--- src/rtl/btn_conditioner.sv ---
// ============================================================================
// Module      : btn_conditioner
// Description : Multi-channel button conditioner: two-flop synchroniser,
//               cycle-count debouncer, rise/fall/press pulses. Auto-repeat
//               is compiled in when BTN_AUTOREPEAT_EN is defined.
// Revision    : 1.0 - initial release
// ============================================================================
`default_nettype none

module btn_conditioner #(
    parameter int CHANNELS        = 6,
    parameter int DEBOUNCE_CYCLES = 100000,
    parameter int REPEAT_DELAY    = 50000000,
    parameter int REPEAT_PERIOD   = 10000000
) (
    input  logic                clk,
    input  logic                rst,
    input  logic [CHANNELS-1:0] btn_in,
    output logic [CHANNELS-1:0] level,
    output logic [CHANNELS-1:0] rise,
    output logic [CHANNELS-1:0] fall,
    output logic [CHANNELS-1:0] press,
    output logic                any_press
);

    localparam int                 c_cnt_w    = $clog2(DEBOUNCE_CYCLES + 1);
    localparam logic [c_cnt_w-1:0] c_cnt_last = c_cnt_w'(DEBOUNCE_CYCLES - 1);

`ifdef BTN_AUTOREPEAT_EN
    localparam int c_rep_max = (REPEAT_DELAY > REPEAT_PERIOD) ? REPEAT_DELAY : REPEAT_PERIOD;
    localparam int c_rcnt_w  = $clog2(c_rep_max + 1);
    localparam logic [c_rcnt_w-1:0] c_delay_last  = c_rcnt_w'(REPEAT_DELAY - 1);
    localparam logic [c_rcnt_w-1:0] c_period_last = c_rcnt_w'(REPEAT_PERIOD - 1);

    typedef enum logic [1:0] {
        ST_IDLE   = 2'd0,
        ST_DELAY  = 2'd1,
        ST_REPEAT = 2'd2
    } rep_state_t;
`endif

    if (DEBOUNCE_CYCLES < 1 || REPEAT_DELAY < 1 || REPEAT_PERIOD < 1) begin : g_param_check
        $error("btn_conditioner: DEBOUNCE_CYCLES, REPEAT_DELAY and REPEAT_PERIOD must be >= 1");
    end

    logic [CHANNELS-1:0] r_s1;
    logic [CHANNELS-1:0] r_s2;
    logic [CHANNELS-1:0] w_level_nxt;
    logic [CHANNELS-1:0] w_rise_nxt;
    logic [CHANNELS-1:0] w_fall_nxt;
    logic [CHANNELS-1:0] w_press_nxt;

    // All event outputs are registered together so they share one cycle.
    always_ff @(posedge clk) begin
        if (rst) begin
            r_s1      <= '0;
            r_s2      <= '0;
            level     <= '0;
            rise      <= '0;
            fall      <= '0;
            press     <= '0;
            any_press <= 1'b0;
        end else begin
            r_s1      <= btn_in;
            r_s2      <= r_s1;
            level     <= w_level_nxt;
            rise      <= w_rise_nxt;
            fall      <= w_fall_nxt;
            press     <= w_press_nxt;
            any_press <= |w_press_nxt;
        end
    end

    for (genvar i = 0; i < CHANNELS; i++) begin : g_ch
        logic [c_cnt_w-1:0] r_cnt;
        logic [c_cnt_w-1:0] w_cnt_nxt;
        logic               w_lvl;
        logic               w_rise;
        logic               w_fall;

        // Any disagreement shorter than DEBOUNCE_CYCLES restarts the count.
        always_comb begin
            w_cnt_nxt = r_cnt;
            w_lvl     = level[i];
            w_rise    = 1'b0;
            w_fall    = 1'b0;
            if (r_s2[i] == level[i]) begin
                w_cnt_nxt = '0;
            end else if (r_cnt == c_cnt_last) begin
                w_cnt_nxt = '0;
                w_lvl     = r_s2[i];
                w_rise    = r_s2[i];
                w_fall    = ~r_s2[i];
            end else begin
                w_cnt_nxt = r_cnt + c_cnt_w'(1);
            end
        end

        always_ff @(posedge clk) begin
            if (rst) begin
                r_cnt <= '0;
            end else begin
                r_cnt <= w_cnt_nxt;
            end
        end

        assign w_level_nxt[i] = w_lvl;
        assign w_rise_nxt[i]  = w_rise;
        assign w_fall_nxt[i]  = w_fall;

`ifdef BTN_AUTOREPEAT_EN
        rep_state_t          r_st;
        rep_state_t          w_st_nxt;
        logic [c_rcnt_w-1:0] r_rcnt;
        logic [c_rcnt_w-1:0] w_rcnt_nxt;
        logic                w_rep;

        // A falling level wins over a due repeat, so no press lands in the fall cycle.
        always_comb begin
            w_st_nxt   = r_st;
            w_rcnt_nxt = r_rcnt;
            w_rep      = 1'b0;
            if (w_rise) begin
                w_st_nxt   = ST_DELAY;
                w_rcnt_nxt = '0;
            end else if (!level[i] || w_fall) begin
                w_st_nxt   = ST_IDLE;
                w_rcnt_nxt = '0;
            end else begin
                case (r_st)
                    ST_DELAY: begin
                        if (r_rcnt == c_delay_last) begin
                            w_rep      = 1'b1;
                            w_rcnt_nxt = '0;
                            w_st_nxt   = ST_REPEAT;
                        end else begin
                            w_rcnt_nxt = r_rcnt + c_rcnt_w'(1);
                        end
                    end
                    ST_REPEAT: begin
                        if (r_rcnt == c_period_last) begin
                            w_rep      = 1'b1;
                            w_rcnt_nxt = '0;
                        end else begin
                            w_rcnt_nxt = r_rcnt + c_rcnt_w'(1);
                        end
                    end
                    default: begin
                        w_st_nxt   = ST_IDLE;
                        w_rcnt_nxt = '0;
                    end
                endcase
            end
        end

        always_ff @(posedge clk) begin
            if (rst) begin
                r_st   <= ST_IDLE;
                r_rcnt <= '0;
            end else begin
                r_st   <= w_st_nxt;
                r_rcnt <= w_rcnt_nxt;
            end
        end

        assign w_press_nxt[i] = w_rise | w_rep;
`else
        assign w_press_nxt[i] = w_rise;
`endif
    end

endmodule

`default_nettype wire
--- config.mk ---
export PLATFORM = sky130hd
export DESIGN_NAME = btn_conditioner
export DESIGN_NICKNAME = d
export VERILOG_FILES = /design/src/rtl/btn_conditioner.sv
export SDC_FILE = /design/constraint.sdc
export NUM_CORES = 1
export LEC_CHECK = 0
export ABC_AREA = 1
export BUFFER_PORTS_ARGS = -buffer_cell sky130_fd_sc_hd__buf_2
export CORE_AREA = 2 2 127 129
export DETAILED_ROUTE_END_ITERATION = 7
export DIE_AREA = 0 0 129 131
export GPL_ROUTABILITY_DRIVEN = 0
export HOLD_SLACK_MARGIN = 0.05
export SETUP_SLACK_MARGIN = 0.02
export SLEW_MARGIN = 20
export SYNTH_ARGS = -nofsm -noshare
export SYNTH_HDL_FRONTEND = slang
export SYNTH_SLANG_ARGS = --single-unit
--- constraint.sdc ---
create_clock -name clk -period 1.9 [get_ports clk]
set_input_delay 0.095 -clock clk [delete_from_list [all_inputs] [get_ports clk]]
set_output_delay 0.095 -clock clk [all_outputs]
set_load 0.02 [all_outputs]
==> metrics.cfg, run 1 <==
[grt]
grt_overflow = 0
grt_pass1_wl_um = 19800
grt_max_degree = 18
antenna_found_initial = 0
track_usage_pct = 14.7
grt_pass1_vias = 4409

[clock_network]
postCtsHoldBufs = 7
cts-buffers-inserted = 17
cts.sinks = 133
cts_resized = 0
cts_root_buf = clkbuf_16
worstSkewPairLatency_ns = 0.42
clock_path_buffers = 2
cts_tree = yes
clk_pin_slew_worst_paths_ns = 0.06
cts_htree_levels = 4
post_cts_buffers = 0

[setup_path]
cp_slowest_cell = dfxtp_1
worstRegToRegCells = 8
arrival_ns = 1.88
cp_data_required_time_ns = 2.20
path_class = register to register
reg2reg_slack_ns = 0.32
path_cells = ha_1, nand2_1, nor2_4, nand3_1, nand2_2, inv_1, o21ai_0, a21oi_1
endpoint_kind = register
crit_fanout = 7
rr_startpoint = g_ch[4].r_cnt[0]$_SDFF_PP0_
slowest_delay_ns = 0.35
reg2reg_to = g_ch[4].r_cnt[10]$_SDFF_PP0_
critPathLaunchType = register
startpoint = g_ch[4].r_cnt[0]$_SDFF_PP0_

[yosys]
ys_ff_latch = 133
yosys_warnings = 0
postSynthCellCount = 804
synth_top_cell_by_area = dfxtp_1
ys_types = 45
syn_avg_cell_area_um2 = 7.58
synth_area_um2 = 6090
yosysMostFrequentCell = nor2_1
yosys-top-cells-area = dfxtp_1, nor2_1, nand2_1
synth_edf_count = 0
yosys.area.top_type_share_pct = 43.7
syn_nets = 818
synth-seq-area-share_pct = 43.7
synthTopCellsByCount = nor2_1, dfxtp_1, nand2_1
async_reset_ff_share_pct = 0
synthFlopType = dfxtp_1

[route]
ant_nets = 0
dr.pass1.iters = 5
num_vias = 4918
drc = 0
wirelength_um = 11500
vias_per_cell = 4.55
routedWlPerCell_um = 10.7
drtIter0Drc = 255

[final_layout]
drive_gt1_share_pct = 15.7
regArea_um2 = 2660
synthToLayoutAreaGrowth_pct = 17.7
nets = 866
diodes = 0
multi_input_area_um2 = 2860
n_fill_cell = 1528
fin_util_pct = 46.0

[sta]
finalMaxSlewViolations = 0
grt_setup_unrepaired = false
period_minus_slack_ns = 1.58
setup-tns-final_ns = 0
finalCritPeriodShare_pct = 82.9
maxSlewHeadroom_pct = 67.1
max_freq_ghz = 0.635
finalHoldViolations = 0
tightest_slew_ns = 0.490
clock-skew-final_ns = 0.0110
finalSetupViolCount = 0

[power_and_ir_drop]
power.total_w = 0.00649
irDropWorstVdd_v = 0.000675
powerDensity_nw_per_um2 = 906
total_leakage_power_nw = 2.66

[floorplan]
die_h_um = 131
io_pins = 33
floorplan.die_area_um2 = 16900
core_area_um2 = 15600
fp-row-count = 46
die_w_um = 129
initial_core_util_pct = 39.1

[flow_run]
cap_violations = 0

[hold_path]
min_path_cells = 2
holdCritPathClass = register to register
holdPathEnd = r_s2[5]$_SDFF_PP0_
holdCritStartpoint = r_s1[5]$_SDFF_PP0_

[placement]
hpwl_um = 8400
port_buffers = 32

[run_status]
status = complete, no violations

## worst max-delay path by stage
| stage | slack [ns] | to |
|---|---|---|
| 2_1_floorplan | 0.51 | g_ch[5].r_cnt[3]$_SDFF_PP0_ |
| 3_3_place_gp | 0.36 | g_ch[4].r_cnt[10]$_SDFF_PP0_ |
| 3_5_place_dp | 0.32 | g_ch[4].r_cnt[10]$_SDFF_PP0_ |
| 4_1_cts | 0.32 | g_ch[0].r_cnt[9]$_SDFF_PP0_ |
| 5_1_grt | 0.13 | g_ch[3].r_cnt[3]$_SDFF_PP0_ |
| 6_report | 0.32 | g_ch[4].r_cnt[10]$_SDFF_PP0_ |
## layout make-up
cell class,instances,share of cell area (%)
tap,216,3.77
multi-input combinational,537,39.9
timing repair buffer,45,3.84
clock inverter,15,3.21
clock buffer,17,5.93
inverter,118,6.18
sequential,133,37.1
## stage by stage
| step | setup slack [ns] | hold slack, ns | instances | cell area, um2 |
|---|---|---|---|---|
| global placement | 0.364 | 0.311 | 1042 | 6440 |
| floorplan | 0.507 | 0.172 | 804 | 6090 |
| global route | 0.132 | 0.425 | 1081 | 7170 |
| finish | 0.324 | 0.405 | 1081 | 7170 |
| CTS | 0.317 | 0.398 | 1081 | 7170 |
| detailed placement | 0.323 | 0.304 | 1042 | 6440 |
## layout by cell type, fill, tap and decap left out, drive strengths merged, types with 2 or more instances in the layout
master,n
o21ai,18
buf,38
nor3b,12
a31oi,2
clkinvlp,3
o21bai,3
or2,8
o21a,3
a211oi,2
bufinv,5
xnor2,5
ha,6
nor3,48
clkbuf,17
dfxtp,133
xor2,20
nand3b,2
inv,119
nand2,128
nand3,54
a21oi,42
clkinv,6
nor4,5
nor2,151
dlygate4sd3,7
nand4,22
## critical path, delay by kind of cell, from the launching register on
family	cells	cell delay, ns
and+or+nand+nor	4	0.67
buffers and inverters	1	0.12
DFF	1	0.35
adders and majority gates	1	0.17
AOI/OAI and AO/OA	2	0.15
## power breakdown
group          total [W]  switching, W  internal [W]
logic          0.0000914     0.0000552     0.0000362
clock network    0.00359       0.00125       0.00234
registers        0.00281    0.00000887       0.00281
total            0.00649       0.00132       0.00518
## registers in the layout, indices dropped and copies added, names as in the netlist
signal / flops
press: 6
fall: 6
r_s1: 6
level: 6
r_s2: 6
g_ch.r_cnt: 102
any_press: 1
## logic make-up after synthesis
| family | count (synthesis) | share of synthesized area (%) |
|---|---|---|
| AO/OA/AOI/OAI | 73 | 6.53 |
| XOR/XNOR | 25 | 3.59 |
| adder cells (fa/ha/maj) | 6 | 1.23 |
| buffers and inverters | 134 | 9.31 |
| flip-flops | 133 | 43.7 |
| AND/OR/NAND/NOR | 433 | 35.6 |
## routing by layer
metal  global-route usage [%]  wire, um  vias up
li1                         -         -     2678
met1                     19.4      5890     2160
met2                     22.6      5040       63
met3                     4.32       403       17
met4                     5.82       183        0
met5                        0         0        -
Note: power is estimated with default switching activity, not from simulation.
==> run 2: changes to the inputs <==
Clock period 1.9 ns to 1.5 ns, I/O delays scaled along.
==> run 2 against run 1 <==
Against the previous run: clock power rose by 8.1%; critical path depth did not move; register-to-register slack got worse by 0.23 ns; die area did not move.
==> metrics.cfg, run 2 (synthesis gave the netlist of run 1 again) <==
[run_status]
status = complete, no violations

[floorplan]
io_pins = 33  ; unchanged
floorplan.die_area_um2 = 16900  ; unchanged
core_area_um2 = 15600  ; unchanged
initial_core_util_pct = 39.1  ; unchanged
die_w_um = 129  ; unchanged
die_h_um = 131  ; unchanged
fp-row-count = 46  ; unchanged

[power_and_ir_drop]
irDropWorstVdd_v = 0.000796  ; +18%
total_leakage_power_nw = 2.99  ; +13%
power.total_w = 0.00759  ; +17%
powerDensity_nw_per_um2 = 967  ; +6.7%

[sta]
clock-skew-final_ns = 0.00665  ; -0.00431 ns
finalMaxSlewViolations = 0  ; unchanged
period_minus_slack_ns = 1.41  ; -0.166 ns
finalHoldViolations = 0  ; unchanged
holdWs_ns = 0.140  ; -0.265 ns
finalCritPeriodShare_pct = 94.0  ; +11 points
setup_ws_ns = 0.0906  ; -0.234 ns
finalSetupViolCount = 0  ; unchanged
grt_setup_unrepaired = true
maxSlewHeadroom_pct = 71.8  ; +4.8 points
setup-tns-final_ns = 0  ; unchanged
tightest_slew_ns = 0.422  ; -0.0672 ns
max_freq_ghz = 0.710  ; +12%

[hold_path]
holdPathEnd = r_s1[3]$_SDFF_PP0_
holdCritStartpoint = rst
min_path_cells = 3  ; +1
holdCritPathClass = input pin to register

[setup_path]
crit_fanout = 8  ; +1
path_cells = ha_2, nand2_1, nor2_2, nand2_2, nor2_4, nand2_4, nor4_4, buf_4
path_class = register to register
critPathTopFamily = simple AND/OR/NAND/NOR gates
cp_slowest_cell = dfxtp_2
slowest_delay_ns = 0.32  ; -0.03 ns
cp_data_required_time_ns = 1.87  ; -0.33 ns
reg2reg_to = fall[1]$_SDFF_PP0_
arrival_ns = 1.78  ; -0.10 ns
endpoint_kind = register
rr_startpoint = g_ch[1].r_cnt[0]$_SDFF_PP0_
reg2reg_slack_ns = 0.09  ; -0.23 ns
worstRegToRegCells = 8  ; unchanged
critPathLaunchType = register
critPathBufInv = 1  ; unchanged

[clock_network]
clk_pin_slew_worst_paths_ns = 0.06  ; about the same
cts-buffers-inserted = 17  ; unchanged
cts_root_buf = clkbuf_16
worstSkewPairLatency_ns = 0.42  ; about the same
cts.sinks = 133  ; unchanged
clock_path_buffers = 2  ; unchanged
cts_tree = yes
cts_htree_levels = 4  ; unchanged

[route]
drtIter0Drc = 307  ; +20%
dr.pass1.iters = 4  ; -1
ant_nets = 0  ; unchanged
drc = 0  ; unchanged
vias_per_cell = 4.58  ; +0.64%
num_vias = 5174  ; +5.2%
wirelength_um = 12700  ; +11%
routedWlPerCell_um = 11.3  ; +5.9%

[grt]
grt_pass1_vias = 4717  ; +7.0%
antenna_found_initial = 0  ; unchanged
grt_overflow = 0  ; unchanged
grt_max_degree = 23  ; +5
track_usage_pct = 15.3  ; +0.67 points
grt_pass1_wl_um = 20800  ; +4.9%

[final_layout]
final_cell_mix = nor2_1, dfxtp_1, inv_1, nand2_1, buf_4
diodes = 0  ; unchanged
top_register = g_ch.r_cnt
largest_reg_flops = 102  ; unchanged
drive_gt1_share_pct = 27.1  ; +11 points
synthToLayoutAreaGrowth_pct = 28.9
nets = 915  ; +5.7%
final_common_cell = nor2_1

[placement]
hpwl_um = 8660  ; +3.1%
port_buffers = 32  ; unchanged
dp_slack_ns = -0.0724  ; -0.396 ns

[flow_run]
cap_violations = 0  ; unchanged

==> run 2: changes by cell type in the layout (fill, tap and decap cells not counted), moves of 5 or more <==
cell | previous run | this run
buf_4 | 6 | 53
nor2_1 | 136 | 123
nor2_4 | 5 | 15
dfxtp_2 | 0 | 16
nor3_4 | 1 | 6
nor3_1 | 34 | 29
nand2_1 | 118 | 107
nand3_1 | 46 | 41
ha_1 | 6 | 0
nand2_2 | 9 | 16
dfxtp_1 | 133 | 116
nand3_4 | 1 | 9
==> run 2: worst min-delay path, stage by stage <==
cell	delay (ns)
buf_2	0.11
buf_4	0.22
nor2_1	0.12
==> run 2: power breakdown <==
group | internal (W) | total, W | switching (W) | leakage (nW)
Combinational | 0.0000575 | 0.000138 | 0.0000808 | 1.64
Clock | 0.00236 | 0.00388 | 0.00153 | 0.264
Sequential | 0.00355 | 0.00357 | 0.0000135 | 1.08
==> run 2: worst max-delay path by stage <==
stage | end | start | cells past startpoint
after floorplan | g_ch[5].r_cnt[3]$_SDFF_PP0_ | g_ch[5].r_cnt[0]$_SDFF_PP0_ | 7
after CTS | g_ch[1].r_cnt[12]$_SDFF_PP0_ | g_ch[1].r_cnt[1]$_SDFF_PP0_ | 8
final | fall[1]$_SDFF_PP0_ | g_ch[1].r_cnt[0]$_SDFF_PP0_ | 8
after detailed placement | fall[1]$_SDFF_PP0_ | g_ch[1].r_cnt[1]$_SDFF_PP0_ | 8
after global routing | g_ch[2].r_cnt[13]$_SDFF_PP0_ | g_ch[2].r_cnt[5]$_SDFF_PP0_ | 7
after global placement | fall[1]$_SDFF_PP0_ | g_ch[1].r_cnt[0]$_SDFF_PP0_ | 8
==> run 2: cell type report <==
| type | count | area [um2] |
|---|---|---|
| timing repair buffer | 92 | 638 |
| clock inverter | 12 | 105 |
| clock buffer | 20 | 457 |
| multi-input combinational | 539 | 3250 |
| fill | 1523 | 7750 |
| inverter | 118 | 445 |
| sequential | 133 | 2690 |
| tap | 216 | 270 |
==> run 2: per-layer routing <==
| metal | vias to the layer above | track usage [%] | part of all wire [%] |
|---|---|---|---|
| li1 | 2781 | - | - |
| met1 | 2317 | 20.4 | 50 |
| met2 | 54 | 23.7 | 46 |
| met3 | 22 | 3.58 | 2.4 |
| met4 | 0 | 7.23 | 1.8 |
| met5 | - | 0 | 0 |
==> run 2: timing repair <==
action | in CTS | in global routing
gates cloned | 0 | 2
endpoints found under the hold margin | 6 | 0
hold buffers | 6 | 0
pin swaps | 8 | 32
gates resized for setup | 10 | 92
endpoints found under the setup margin | 24 | 98
setup buffers | 3 | 14
==> run 2: stage by stage <==
stage	instances	area [um2]	util, %
6_report	1130	7850	50.3
3_3_place_gp	1074	6700	42.9
5_1_grt	1130	7850	50.3
4_1_cts	1114	7380	47.3
3_5_place_dp	1074	6700	42.9
2_1_floorplan	804	6090	-
